**src/rtl/buzzer_tone_generator.sv**
```systemverilog
// Square-wave buzzer driver: registers the player's note/octave bus, decodes it to a
// half-period count and toggles the speaker at that rate with glitch-free restarts.
module buzzer_tone_generator #(
    parameter int CLK_FREQ = 100_000_000,
    parameter int HALF_W   = 24
) (
    input  logic       clk,
    input  logic       rst,
    input  logic       en,
    input  logic [9:0] note_and_pitch,
    output logic       speaker,
    output logic       tone_active,
    output logic       note_onset
);
    typedef enum logic {SILENT, TONE} state_t;

    localparam logic [HALF_W-1:0] ONE    = HALF_W'(1);
    localparam logic [HALF_W-1:0] BASE_C = HALF_W'(CLK_FREQ / (2 * 262));
    localparam logic [HALF_W-1:0] BASE_D = HALF_W'(CLK_FREQ / (2 * 294));
    localparam logic [HALF_W-1:0] BASE_E = HALF_W'(CLK_FREQ / (2 * 330));
    localparam logic [HALF_W-1:0] BASE_F = HALF_W'(CLK_FREQ / (2 * 349));
    localparam logic [HALF_W-1:0] BASE_G = HALF_W'(CLK_FREQ / (2 * 392));
    localparam logic [HALF_W-1:0] BASE_A = HALF_W'(CLK_FREQ / (2 * 440));
    localparam logic [HALF_W-1:0] BASE_B = HALF_W'(CLK_FREQ / (2 * 494));

    logic [9:0]        bus_q;
    logic              en_q;
    logic              note_valid;
    logic [HALF_W-1:0] base_d;
    logic [HALF_W-1:0] half_d;
    logic [5:0]        code_d;
    logic [HALF_W-1:0] half_q;
    logic [5:0]        code_q;
    logic [5:0]        code_prev;
    logic [HALF_W-1:0] counter;
    logic [HALF_W-1:0] counter_next;
    logic              speaker_next;
    logic              onset_next;
    state_t            state;
    state_t            state_next;
    logic              unused_reserved;

    assign unused_reserved = ^bus_q[7:4];

    always_ff @(posedge clk or posedge rst) begin
        if (rst) begin
            bus_q <= '0;
            en_q  <= 1'b0;
        end else begin
            bus_q <= note_and_pitch;
            en_q  <= en;
        end
    end

    always_comb begin
        base_d     = '0;
        note_valid = 1'b1;
        case (bus_q[3:0])
            4'd1:    base_d = BASE_C;
            4'd2:    base_d = BASE_D;
            4'd3:    base_d = BASE_E;
            4'd4:    base_d = BASE_F;
            4'd5:    base_d = BASE_G;
            4'd6:    base_d = BASE_A;
            4'd7:    base_d = BASE_B;
            default: note_valid = 1'b0;
        endcase
    end

    // Rest codes and a disabled input both collapse to code 0 / half-period 0.
    always_comb begin
        code_d = '0;
        half_d = '0;
        if (en_q && note_valid) begin
            code_d = {bus_q[9:8], bus_q[3:0]};
            case (bus_q[9:8])
                2'b00:   half_d = base_d << 1;
                2'b10:   half_d = base_d >> 1;
                default: half_d = base_d;
            endcase
            if (half_d == '0) begin
                half_d = ONE;
            end
        end
    end

    always_ff @(posedge clk or posedge rst) begin
        if (rst) begin
            code_q <= '0;
            half_q <= '0;
        end else begin
            code_q <= code_d;
            half_q <= half_d;
        end
    end

    always_ff @(posedge clk or posedge rst) begin
        if (rst) begin
            state      <= SILENT;
            counter    <= '0;
            speaker    <= 1'b0;
            note_onset <= 1'b0;
            code_prev  <= '0;
        end else begin
            state      <= state_next;
            counter    <= counter_next;
            speaker    <= speaker_next;
            note_onset <= onset_next;
            code_prev  <= code_q;
        end
    end

    // Any code change abandons the current phase, so no runt pulse can leak out.
    always_comb begin
        state_next   = state;
        counter_next = counter;
        speaker_next = speaker;
        onset_next   = 1'b0;
        if (code_q != code_prev) begin
            counter_next = '0;
            speaker_next = 1'b0;
            if (code_q != '0) begin
                state_next = TONE;
                onset_next = 1'b1;
            end else begin
                state_next = SILENT;
            end
        end else begin
            case (state)
                TONE: begin
                    if (counter == half_q - ONE) begin
                        counter_next = '0;
                        speaker_next = ~speaker;
                    end else begin
                        counter_next = counter + ONE;
                    end
                end
                default: begin
                    counter_next = '0;
                    speaker_next = 1'b0;
                end
            endcase
        end
    end

    assign tone_active = (state == TONE);

endmodule
```
**config.mk**
```make
export PLATFORM = sky130hd
export DESIGN_NAME = buzzer_tone_generator
export DESIGN_NICKNAME = d
export VERILOG_FILES = /design/src/rtl/buzzer_tone_generator.sv
export SDC_FILE = /design/constraint.sdc
export NUM_CORES = 1
export LEC_CHECK = 0
export CAP_MARGIN = 20
export CELL_PAD_IN_SITES_DETAIL_PLACEMENT = 0
export CELL_PAD_IN_SITES_GLOBAL_PLACEMENT = 1
export CORE_UTILIZATION = 43
export DETAILED_ROUTE_END_ITERATION = 6
export PLACE_DENSITY_LB_ADDON = 0.15
export SLEW_MARGIN = 0
export SYNTH_ARGS = -nofsm -noshare
export SYNTH_HDL_FRONTEND = slang
export SYNTH_SLANG_ARGS = --single-unit
```
**constraint.sdc**
```tcl
create_clock -name clk -period 2.64 [get_ports clk]
set_input_delay 0.66 -clock clk [delete_from_list [all_inputs] [get_ports clk]]
set_output_delay 0.66 -clock clk [all_outputs]
set_load 0.02 [all_outputs]
```
==> flow_metrics.py <==
metrics = {
    "power_and_ir_drop": {
        "p_clk_share_pct": 37.0,
        "pwr-share-comb_pct": 18.0,
        "p_int_uw": 1690,
        "p_leak_uw": 0.00194,
        "power_density_nw_per_um2": 525,
        "swShare_pct": 29.4,
        "power_frac_seq_pct": 45.0,
        "p_sw_uw": 704,
        "max-vdd-ir-drop_mv": 0.398,
    },
    "placed_design": {
        "dp_hpwl_um": 6300,
        "port_buffers": 11,
        "globalplace.congestion": 0.858,
        "place_area_sq_um": 4190,
    },
    "sta": {
        "period_share_pct": 102,
        "fin_crit_ps": 2690,
        "setup_ws_ps": -51.3,
        "finalSetupViolations": 25,
        "final_hold_viol_count": 0,
        "finalHoldWorstSlack_ps": 424,
        "fmax_ghz": 0.372,
        "drv_slew": 0,
        "maxSlewHeadroom_pct": 51.8,
        "tightest_slew_ps": 722,
        "rsz0062_at_grt": "yes",
        "finClkSkew_ps": 16.3,
    },
    "run": {
        "max_cap_violations": 0,
    },
    "min_path": {
        "min_path_cells": 0,
        "hp-class": "flop to flop",
        "worstHoldStart": "code_q[5]$_DFF_PP0_",
        "min_to": "code_prev[5]$_DFF_PP0_",
    },
    "layout": {
        "final_nets": 468,
        "multiInputGateArea_sq_um": 2090,
        "syn_to_final_growth_pct": 19.8,
        "stdcell_area_sq_um": 4560,
        "drive_gt1_share_pct": 16.2,
        "regArea_sq_um": 1630,
        "fill_cells": 766,
        "antennaDiodeCount": 0,
    },
    "floorplanning": {
        "die-area_sq_um": 9220,
        "core_sq_um": 8380,
        "initial_core_util_pct": 45.4,
        "num_io_pins": 16,
        "die_x_um": 96.0,
        "fp.dieH_um": 96.0,
        "rows": 33,
    },
    "detailed_routing": {
        "routed_wl_um": 8880,
        "route.detailed.wl_per_inst_um": 15.8,
        "first_pass_iters": 5,
        "drc": 0,
        "via_per_inst": 5.66,
        "num_vias": 3186,
        "postRouteAntennaNets": 0,
        "drt_iter0_markers": 147,
    },
    "global_routing": {
        "grt_pass1_vias": 2974,
        "antenna_found_initial": 0,
        "grt_max_degree": 42,
        "grt_overflow": 0,
        "grt_pass1_wl_um": 14800,
        "grtUsageTotal_pct": 21.2,
    },
    "critical_path": {
        "rr_startpoint": "half_q[4]$_DFF_PP0_",
        "path_max_fanout": 6,
        "r2r.worst_path.cells": 7,
        "path_class": "flop to flop",
        "worstPathArrival_ps": 2910,
        "r2r_slack_ps": -50,
        "crit_start": "half_q[4]$_DFF_PP0_",
        "r2r_end": "counter[10]$_DFF_PP0_",
        "cp-start-kind": "flop",
        "critPathRequiredTime_ps": 2860,
        "setup.worst_path.end_class": "flop",
    },
    "logic_synthesis": {
        "synth-seq-cells": 65,
        "netlist_instances": 416,
        "seq_area_frac_synth_pct": 42.8,
        "syn_area_per_cell_sq_um": 9.14,
        "yosysUniqueCellTypes": 58,
        "synth_nets": 431,
        "syn-cell-area_sq_um": 3800,
        "yosys_warnings": 0,
        "async_reset_ff_share_pct": 100,
        "synth-edff-count": 0,
        "yosys_most_used_dff": "dfrtp_1",
    },
    "clock_network": {
        "ctsRootBufferMaster": "clkbuf_8",
        "clkSlewWorstSetupHoldPaths_ps": 80,
        "cts_buffer_depth": 2,
        "cts_tree": "yes",
        "htreeDepth": 3,
        "cts_hold_buf": 0,
        "clk_latency_ps": 350,
        "numCtsBuffers": 9,
        "cts_num_sinks": 65,
    },
    "run_status": {
        "status": "finished with violations",
        "violations": "setup timing",
    },
}
[power by group through the flow]
stage	combinational (uW)	sequential, uW	clock (uW)
detailed placement	396	1090	0
global route	472	1080	966
floorplan	259	1080	0
finish	430	1080	886
global placement	392	1090	0
CTS	421	1070	918
[worst max-delay path, cell delays in order (launching register included)]
cell and delay [ps]:
dfrtp_1 400, or4_4 560, or3_1 320, or3_4 340
a211o_1 310, nor4_4 290, bufbuf_16 320, nor3_1 50
[registers in the layout, summed over array words and instances (netlist names)]
| name | count |
|---|---|
| counter | 24 |
| half_q | 19 |
| bus_q | 6 |
| code_prev | 6 |
| code_q | 6 |
| en_q | 1 |
| note_onset | 1 |
| speaker | 1 |
| tone_active | 1 |
[synthesized netlist by cell type (2+ instances only)]
library cell / instances / area share [%]
or3_1: 7 / 1.2
nor4b_1: 4 / 0.92
a311oi_1: 3 / 0.69
a211o_1: 3 / 0.69
ha_1: 2 / 0.66
nor2b_1: 8 / 1.3
and2_1: 7 / 1.2
nor3_1: 30 / 3.9
mux2i_1: 7 / 1.8
and3_1: 5 / 0.82
nand2_1: 24 / 2.4
xor2_1: 26 / 6.0
nand3b_1: 2 / 0.39
o211ai_1: 3 / 0.59
a211oi_1: 2 / 0.39
clkbuf_1: 21 / 2.1
nor4_1: 8 / 1.3
dfrtp_1: 65 / 43
buf_6: 2 / 0.59
nand4b_1: 2 / 0.46
nor3b_1: 3 / 0.59
a2111oi_0: 2 / 0.46
nand3_1: 20 / 2.6
and4b_1: 2 / 0.53
and4_1: 5 / 1.2
a31oi_1: 7 / 1.2
a21oi_1: 15 / 2.0
nand2b_1: 10 / 1.6
nor2_1: 32 / 3.2
o21ai_0: 26 / 3.4
inv_1: 7 / 0.69
a22oi_1: 2 / 0.39
xnor2_1: 17 / 3.9
buf_2: 2 / 0.26
nand4_1: 9 / 1.5
and3b_1: 2 / 0.46
o21a_1: 3 / 0.59
[worst max path at each step]
stage / to / cells past startpoint / slack [ps]
after floorplan: counter[10]$_DFF_PP0_ / 8 / -90
after global placement: counter[17]$_DFF_PP0_ / 8 / -100
after detailed placement: counter[8]$_DFF_PP0_ / 8 / -130
after CTS: counter[8]$_DFF_PP0_ / 8 / -70
after global routing: counter[10]$_DFF_PP0_ / 7 / -130
final: counter[10]$_DFF_PP0_ / 7 / -50
[logic make-up after synthesis]
family                   Yosys count  share of synthesized area (%)
AO/OA/AOI/OAI                     77                           13.1
XOR/XNOR                          43                           9.90
adder cells (fa/ha/maj)            2                          0.658
buffers and inverters             34                           3.82
flip-flops                        65                           42.8
multiplexers                       8                           2.14
other                              1                         0.0986
AND/OR/NAND/NOR                  186                           27.5
[area by class of cell]
type	count	area share, %
Timing Repair Buffer	52	10.4
Tap cell	105	2.88
Inverter	8	0.659
Sequential cell	65	35.7
Clock inverter	7	1.84
Multi-Input combinational cell	317	45.8
Clock buffer	9	2.72
[cell usage in the layout, fill, tap and decap left out, types with 5 or more instances in the layout]
cell type        instances
nor3_1                  30
a21oi_1                 15
dfrtp_1                 65
and3_1                   5
buf_4                   36
nor2_1                  32
nor2b_1                  8
xnor2_1                 17
and2_1                   7
clkbuf_8                 9
o21ai_0                 26
nand4_1                  9
nor4_1                   5
nand3_1                 19
inv_1                    6
xor2_1                  26
or3_1                    6
nand2_1                 24
nand2b_1                 9
mux2i_1                  7
clkdlybuf4s50_1         11
a31oi_1                  7
and4_1                   5
[stage by stage]
step | setup slack, ps | util, % | total power (uW) | TNS [ps] | cells
after floorplan | -85.8 | - | 1340 | -1690 | 416
after global placement | -95.2 | 50.0 | 1480 | -2300 | 538
after detailed placement | -131 | 50.0 | 1490 | -3130 | 538
after CTS | -67.1 | 54.1 | 2410 | -1160 | 562
after global routing | -127 | 54.4 | 2520 | -2610 | 563
final | -51.3 | 54.4 | 2390 | -752 | 563
[layer usage]
layer,share of wire [%],vias to the layer above,track usage [%]
met3,2.9,8,3.32
met5,0,-,0
li1,-,1581,-
met1,48,1543,28.4
met2,48,54,34.7
met4,1.1,0,7.09
[timing repair]
action	in CTS	in global routing
pin swaps	5	1
endpoints found under the setup margin	25	25
resized for setup	6	5
hold endpoints to repair	0	0
cloned	2	0
setup buffers	6	2
Note: power is estimated with default switching activity, not from simulation.
